### src/rtl/des_dec_key_sched.sv
// DES key schedule producing subkeys K16..K1 (decrypt order) over a valid/ready handshake.
// Optional macro DES_KS_ENC_DIR_EN adds a mode input selecting encrypt order (K1..K16).
module des_dec_key_sched (
  input  logic        clk,
  input  logic        rst,
  input  logic        start,
  input  logic [63:0] key_in,
`ifdef DES_KS_ENC_DIR_EN
  input  logic        mode,
`endif
  input  logic        sk_ready,
  output logic        sk_valid,
  output logic [47:0] subkey,
  output logic [3:0]  round_idx,
  output logic        busy,
  output logic        done
);

  localparam int unsigned KEY_W  = 64;
  localparam int unsigned HALF_W = 28;
  localparam int unsigned CD_W   = 2 * HALF_W;
  localparam int unsigned SK_W   = 48;

  localparam int unsigned PC1 [CD_W] = '{
    57, 49, 41, 33, 25, 17,  9,  1, 58, 50, 42, 34, 26, 18,
    10,  2, 59, 51, 43, 35, 27, 19, 11,  3, 60, 52, 44, 36,
    63, 55, 47, 39, 31, 23, 15,  7, 62, 54, 46, 38, 30, 22,
    14,  6, 61, 53, 45, 37, 29, 21, 13,  5, 28, 20, 12,  4};

  localparam int unsigned PC2 [SK_W] = '{
    14, 17, 11, 24,  1,  5,  3, 28, 15,  6, 21, 10,
    23, 19, 12,  4, 26,  8, 16,  7, 27, 20, 13,  2,
    41, 52, 31, 37, 47, 55, 30, 40, 51, 45, 33, 48,
    44, 49, 39, 56, 34, 53, 46, 42, 50, 36, 29, 32};

  // Bit r is set when S[r+1] == 2 (otherwise the shift is 1).
  localparam logic [15:0] SHIFT2 = 16'h7EFC;

  typedef enum logic [1:0] {IDLE, GEN, LAST} state_t;

  state_t              state, state_n;
  logic [HALF_W-1:0]   c_q, d_q, c_n, d_n;
  logic [3:0]          round_q, round_n;
  logic                done_q, done_n;
  logic [CD_W-1:0]     cd0;
  logic                xfer;
`ifdef DES_KS_ENC_DIR_EN
  logic                enc_q, enc_n;
`endif

  // DES bit b lives at vector index (width - b); bit 1 is the MSB.
  function automatic logic [CD_W-1:0] pc1(input logic [KEY_W-1:0] k);
    logic [CD_W-1:0] r;
    r = '0;
    for (int j = 0; j < CD_W; j++)
      r[6'(CD_W - 1 - j)] = k[6'(KEY_W - PC1[j])];
    return r;
  endfunction

  function automatic logic [SK_W-1:0] pc2(input logic [CD_W-1:0] cd);
    logic [SK_W-1:0] r;
    r = '0;
    for (int j = 0; j < SK_W; j++)
      r[6'(SK_W - 1 - j)] = cd[6'(CD_W - PC2[j])];
    return r;
  endfunction

  function automatic logic [HALF_W-1:0] rotl(input logic [HALF_W-1:0] x, input logic two);
    return two ? {x[HALF_W-3:0], x[HALF_W-1:HALF_W-2]} : {x[HALF_W-2:0], x[HALF_W-1]};
  endfunction

  function automatic logic [HALF_W-1:0] rotr(input logic [HALF_W-1:0] x, input logic two);
    return two ? {x[1:0], x[HALF_W-1:2]} : {x[0], x[HALF_W-1:1]};
  endfunction

  assign busy      = (state == GEN) || (state == LAST);
  assign sk_valid  = busy;
  assign round_idx = round_q;
  assign done      = done_q;
  assign subkey    = pc2({c_q, d_q});
  assign cd0       = pc1(key_in);
  assign xfer      = sk_valid && sk_ready;

  // State register.
  always_ff @(posedge clk or posedge rst) begin
    if (rst) begin
      state   <= IDLE;
      c_q     <= '0;
      d_q     <= '0;
      round_q <= '0;
      done_q  <= 1'b0;
`ifdef DES_KS_ENC_DIR_EN
      enc_q   <= 1'b0;
`endif
    end else begin
      state   <= state_n;
      c_q     <= c_n;
      d_q     <= d_n;
      round_q <= round_n;
      done_q  <= done_n;
`ifdef DES_KS_ENC_DIR_EN
      enc_q   <= enc_n;
`endif
    end
  end

  // Next-state and datapath update.
  always_comb begin
    state_n = state;
    c_n     = c_q;
    d_n     = d_q;
    round_n = round_q;
    done_n  = 1'b0;
`ifdef DES_KS_ENC_DIR_EN
    enc_n   = enc_q;
`endif
    case (state)
      IDLE: begin
        if (start) begin
          c_n     = cd0[CD_W-1:HALF_W];
          d_n     = cd0[HALF_W-1:0];
          round_n = 4'd15;
          state_n = GEN;
`ifdef DES_KS_ENC_DIR_EN
          enc_n = mode;
          if (mode) begin
            c_n     = rotl(cd0[CD_W-1:HALF_W], SHIFT2[0]);
            d_n     = rotl(cd0[HALF_W-1:0], SHIFT2[0]);
            round_n = 4'd0;
          end
`endif
        end
      end
      GEN: begin
        if (xfer) begin
`ifdef DES_KS_ENC_DIR_EN
          if (enc_q) begin
            c_n     = rotl(c_q, SHIFT2[round_q + 4'd1]);
            d_n     = rotl(d_q, SHIFT2[round_q + 4'd1]);
            round_n = round_q + 4'd1;
            if (round_q == 4'd14) state_n = LAST;
          end else begin
            c_n     = rotr(c_q, SHIFT2[round_q]);
            d_n     = rotr(d_q, SHIFT2[round_q]);
            round_n = round_q - 4'd1;
            if (round_q == 4'd1) state_n = LAST;
          end
`else
          c_n     = rotr(c_q, SHIFT2[round_q]);
          d_n     = rotr(d_q, SHIFT2[round_q]);
          round_n = round_q - 4'd1;
          if (round_q == 4'd1) state_n = LAST;
`endif
        end
      end
      LAST: begin
        if (xfer) begin
          state_n = IDLE;
          done_n  = 1'b1;
        end
      end
      default: state_n = IDLE;
    endcase
  end

endmodule

### config.mk
export PLATFORM = sky130hd
export DESIGN_NAME = des_dec_key_sched
export DESIGN_NICKNAME = d
export VERILOG_FILES = /design/src/rtl/des_dec_key_sched.sv
export SDC_FILE = /design/constraint.sdc
export NUM_CORES = 1
export LEC_CHECK = 0
export ABC_AREA = 1
export CAP_MARGIN = 20
export CORE_MARGIN = 2
export CORE_UTILIZATION = 50
export CTS_BUF_LIST = sky130_fd_sc_hd__clkbuf_16
export CTS_CLUSTER_DIAMETER = 200
export CTS_CLUSTER_SIZE = 16
export DETAILED_ROUTE_END_ITERATION = 16
export GPL_ROUTABILITY_DRIVEN = 1
export GPL_TIMING_DRIVEN = 0
export PLACE_DENSITY = 0.82
export SKIP_LAST_GASP = 1
export SLEW_MARGIN = 30
export SYNTH_ARGS = -nofsm -noshare
export SYNTH_HDL_FRONTEND = slang
export SYNTH_SLANG_ARGS = --single-unit
export TNS_END_PERCENT = 50
### constraint.sdc
create_clock -name clk -period 2.4 [get_ports clk]
set_input_delay 0.24 -clock clk [delete_from_list [all_inputs] [get_ports clk]]
set_output_delay 0.24 -clock clk [all_outputs]
set_load 0.005 [all_outputs]
## Word level (Yosys, flattened, before mapping)

Memories as Yosys holds them, arrays and structs flattened.
Cells that the tools add are included.

- Bits in registers: 63
- Memory bits (read-only): 16
- Bits of input ports: 68
- Output and inout port bits: 55
- Word-level logic and storage cells: 40
- Memories kept: 1

- $add $sub $neg: 1
- Order comparisons: 1
- Eq/ne operators: 7
- Muxes and demuxes: 19
- Reductions and logical operators: 6

Memory list:

| name | depth | width | rd ports | clocked after memory_dff | write ports | line | text |
|---|---|---|---|---|---|---|---|
| (name not given) | 16 | 1 | 1 | 0 | 0 | 150 | `d_n = rotr(d_q, SHIFT2[round_q]);` |

Operators with widths:

| cell | count |
|---|---|
| 2-to-1 mux 28 bit | 6 |
| one-hot mux 28 bit (2 select lines) | 2 |
| 2-to-1 mux 2 bit | 4 |
| 2-to-1 mux 4 bit | 2 |
| one-hot mux 4 bit (2 select lines) | 1 |
| != test 2 bit, second input constant | 3 |
| one-hot mux 2 bit (3 select lines) | 1 |
| < comparator 4 x 5 -> 1 bit, second input constant | 1 |
| == test 4 x 1 -> 1 bit, second input constant | 1 |
| AND reduction 4 bit | 1 |
| subtractor 4 x 1 -> 4 bit, second input constant | 1 |
| 2-to-1 mux 1 bit | 3 |
| AND reduction 3 bit | 1 |
| == test 2 x 1 -> 1 bit, second input constant | 1 |
| == test 2 bit, second input constant | 1 |
| zero test 2 bit | 1 |
| != test 2 x 1 -> 1 bit, second input constant | 1 |
| nonzero test 2 bit | 1 |
| logical AND 1 bit | 1 |
| logical OR 1 bit | 1 |

## Longest topological paths before layout

- Word-level depth: 5
- Gate-level depth with buffers: 10
- Depth with buffers taken out: 9

## Worst setup path after synthesis

Ideal clock, no wire load.

- Path kind: flip-flop to flip-flop
- Start: register state[1]
- End: register c_q[26]
- Library setup time: 0.117 ns
- Data arrival time: 1.356 ns
- Required time: 2.283 ns
- Path slack: 0.927 ns
- Cell stages (with the launch flop): 9
- Buffers on the path: 2
- Period minus slack after synthesis: 1.473 ns
- Path through: dfrtp_1 -> inv_1 -> ha_1 -> inv_1 -> nand4_2 -> buf_2 -> buf_6 -> o21a_1 -> nand2_1

- Cells in the longest elaborated chain, start to end: 5
- Elaborated cells between the ends (all ways): 10
- Those cells by class: 4 x eq/ne; 1 x mux; 5 x reduce/logical

Ends and longest elaborated chain:

| item | line | text |
|---|---|---|
| from (decl) | 41 | `state_t state, state_n;` |
| from (signal assigned) | 96 | `state <= state_n;` |
| == test 2 x 1 -> 1 bit or == test 2 bit (tied branches) | 76, 117 |  |
| logical OR 1 bit | 76 | `assign busy = (state == GEN) \|\| (state == LAST);` |
| logical AND 1 bit | 82 | `assign xfer = sk_valid && sk_ready;` |
| != test 2 bit (no line) | n/a |  |
| AND reduction 3 bit (no line) | n/a |  |
| to (signal assigned) | 97 | `c_q <= c_n;` |
| to (decl) | 42 | `logic [HALF_W-1:0] c_q, d_q, c_n, d_n;` |

Several ways; a longest one is shown, not always the timed one.
A chain may end at the register's enable or synchronous reset.

## Worst setup path in the final report

- Start: register state[0]
- End: output sk_valid

- Cells in the longest elaborated chain, start to end: 2
- Elaborated cells between the ends (all ways): 3
- Those cells by class: 2 x eq/ne; 1 x reduce/logical

Ends and longest elaborated chain:

| item | line | text |
|---|---|---|
| == test 2 x 1 -> 1 bit or == test 2 bit (tied branches) | 76 |  |
| logical OR 1 bit (*) | 76 |  |
| to (decl) | 12 | `output logic sk_valid,` |

Every way passes the cells marked *; elsewhere a longest branch is shown, timed or not.

==> run summary <==
Die X-Extent - 99.8 um
fraction of layout cells with a size suffix above 1 - 13.0%
Worst Hold Class - primary input to async pin
GRT Residual Overflow - 0
ys flop type - dfrtp_1
fin crit period - 1.97 ns
NetSw - 3.46 mW
drt via density - 5.05
Clock Sinks - 63
worst r2r dst - c_q[24]$_DFFE_PP0P_
Synth area leaders - dfrtp_1 (34%), nand2_1 (15%), nand3_1 (13%), inv_1 (10%), buf_4 (9.7%)
gpl congestion - 0.854
largest family of logic cells by synthesized area - simple AND/OR/NAND/NOR gates
Hold-fix buffers, CTS - 0
FILL cells - 702
first-pass GRT wire length - 19,800 um
Area Overhead vs Synth - 35.0%
WP data arrival - 1.73 ns
pin count of the biggest net entering global routing - 39
Cell Rows - 34
antenna cells - 0
switching share of power - 41.9%
Iteration-0 DRC Markers - 304
cts repair resizes - 0
Skew-Pair Late Insertion Delay - 0.33 ns
Core ar. - 8810 um2
cts bufs inserted - 9
critical path fanouts, max - 4
RSZ-0062 raised after global routing - false
Post-Synth XOR/XNOR Area - 0%
Die Height - 99.8 um
I/O Buffers - 114
Initial Util - 52.1%
CTS tree - yes
Hold Fails Final Rpt - 0
clock tree root buffer cell - clkbuf_16
slew margin rel. - 70.1%
R2R setup slack - 0.61 ns
Placed Area - 5890 um2
Clk pwr share - 16.4%
crit end category - output pin
Post-Route Setup TNS - 0 ns
Post-Synth Adder-Cell Area - 2.73%
LEAKAGE - 3.38 nW
clock skew - 0.00497 ns
area share of and/or/nand/nor cells after synthesis - 29.4%
power per cell area - 1330 nW/um2
P_int - 4.80 mW
Routed Antenna Nets - 0
average size of a mapped cell - 6.94 um2
vias in the first global route - 4,378
HPWL Detailed - 8380 um
register area share after synthesis - 34.4%
final core occ - 70.3%
Mapped Nets - 739
post-synthesis mux area share - 0%
asr flop ratio synth - 100%
final worst path period share - 82.1%
Max Freq - 0.508 GHz
Synth Cell Area - 4590 um2
warnings from Yosys - 0
Clock transition at path regs - 0.06 ns
setup violators final - 0
post-CTS setup buffers - 0
share of the synthesized area in the top cell type - 34.4%
sequential power share - 22.1%
area leader, netlist - dfrtp_1
total wire length - 11,500 um
Mapped Cells - 661
routed length per instance - 12.7 um
Final Slew Violations - 0
Critical Path Start Type - register
Synth cell types - 19
peak supply drop - 0.000713 V
Synth top cells by count - nand2_1 (189), inv_1 (125), nand3_1 (117), dfrtp_1 (63), buf_4 (59)
reg2reg path depth - 8
Combinational Power Share - 61.5%
antenna violations before repair - 0
IO Count - 123
drt pass-1 iters - 5
total of max-cap violations - 0
Final nets - 865
status - finished, final reports clean
Worst EP required - 2.16 ns
Clock Path Buffers - 2
Vias - 4,541
cell with the most instances after synthesis - nand2_1
Crit Path Class - register to output pin
RR Startpoint - state[1]$_DFFE_PP0P_
EDFF count, synth - 0
slew of the pin with the lowest slew margin - 0.448 ns
gr usage total - 24.1%
DRC - 0
FF+latch count, synth - 63
H-tree depth - 3
Compound-Gate Fraction of Synth Area - 9.98%
cell area after layout - 6190 um2
Die ar. - 9960 um2
-- state kept, by name, summed over array words and instances, names as in the netlist --
signal,count
d_q,28
c_q,28
round_idx,4
done,1
state,2
-- layer usage --
layer / vias to the layer above / wire length [um] / track usage, %
li1: 2230 / - / -
met1: 2091 / 4890 / 31.8
met2: 193 / 5540 / 41.2
met3: 27 / 803 / 3.06
met4: 0 / 223 / 8.22
met5: - / 0 / 0
-- layout make-up --
type	instances	area, um2	share of cell area (%)
Timing Repair Buffer	115	1160	18.7
Tap cell	108	135	2.18
Multi-Input combinational cell	387	1930	31.2
Inverter	128	483	7.80
Sequential cell	63	1580	25.5
Clock buffer	9	225	3.64
Clock inverter	7	80.1	1.29
Buffer	83	598	9.66
-- critical path, cell delays in order, from the launching register on --
cell and delay, ns:
dfrtp_1 0.39, inv_1 0.10, ha_1 0.32, buf_4 0.11, clkdlybuf4s50_1 0.49
-- worst max path at each step --
stage,start,to,slack (ns)
floorplan,rst,c_q[0]$_DFFE_PP0P_,0.59
global placement,rst,state[0]$_DFFE_PP0P_,-0.59
detailed placement,state[1]$_DFFE_PP0P_,c_q[11]$_DFFE_PP0P_,0.62
CTS,state[0]$_DFFE_PP0P_,sk_valid,0.41
global route,state[0]$_DFFE_PP0P_,sk_valid,0.32
finish,state[0]$_DFFE_PP0P_,sk_valid,0.43
-- per-stage QoR --
| stage | power [mW] | hold slack (ns) | instances | worst slack, ns |
|---|---|---|---|---|
| 2_1_floorplan | 5.27 | 0.378 | 661 | 0.590 |
| 3_3_place_gp | 6.71 | 0.481 | 883 | -0.594 |
| 3_5_place_dp | 6.86 | 0.521 | 884 | 0.616 |
| 6_report | 8.27 | 0.250 | 900 | 0.431 |
| 5_1_grt | 9.01 | 0.282 | 900 | 0.317 |
| 4_1_cts | 8.27 | 0.267 | 900 | 0.412 |
-- cells by family after synthesis --
group	after synthesis
compound gates	63
fa+ha+maj	10
buf+inv	211
flops	63
simple gates	314
-- layout by cell type, fill, tap and decap left out, drive strengths merged --
cell and instances:
a21oi 2, a22oi 1, buf 82, bufinv 2
clkbuf 11, clkdlybuf4s50 114, clkinv 3, dfrtp 63
ha 10, inv 130, nand2 191, nand3 119
nand4 1, nor2 3, o21a 56, o21ai 4
-- power groups by stage --
stage	combinational, mW	sequential (mW)	clock (mW)
after floorplan	3.53	1.74	0
final	5.08	1.83	1.36
after global placement	4.90	1.81	0
after CTS	5.08	1.82	1.37
after global routing	5.71	1.88	1.42
after detailed placement	5.03	1.83	0
Note: power is estimated with default switching activity, not from simulation.
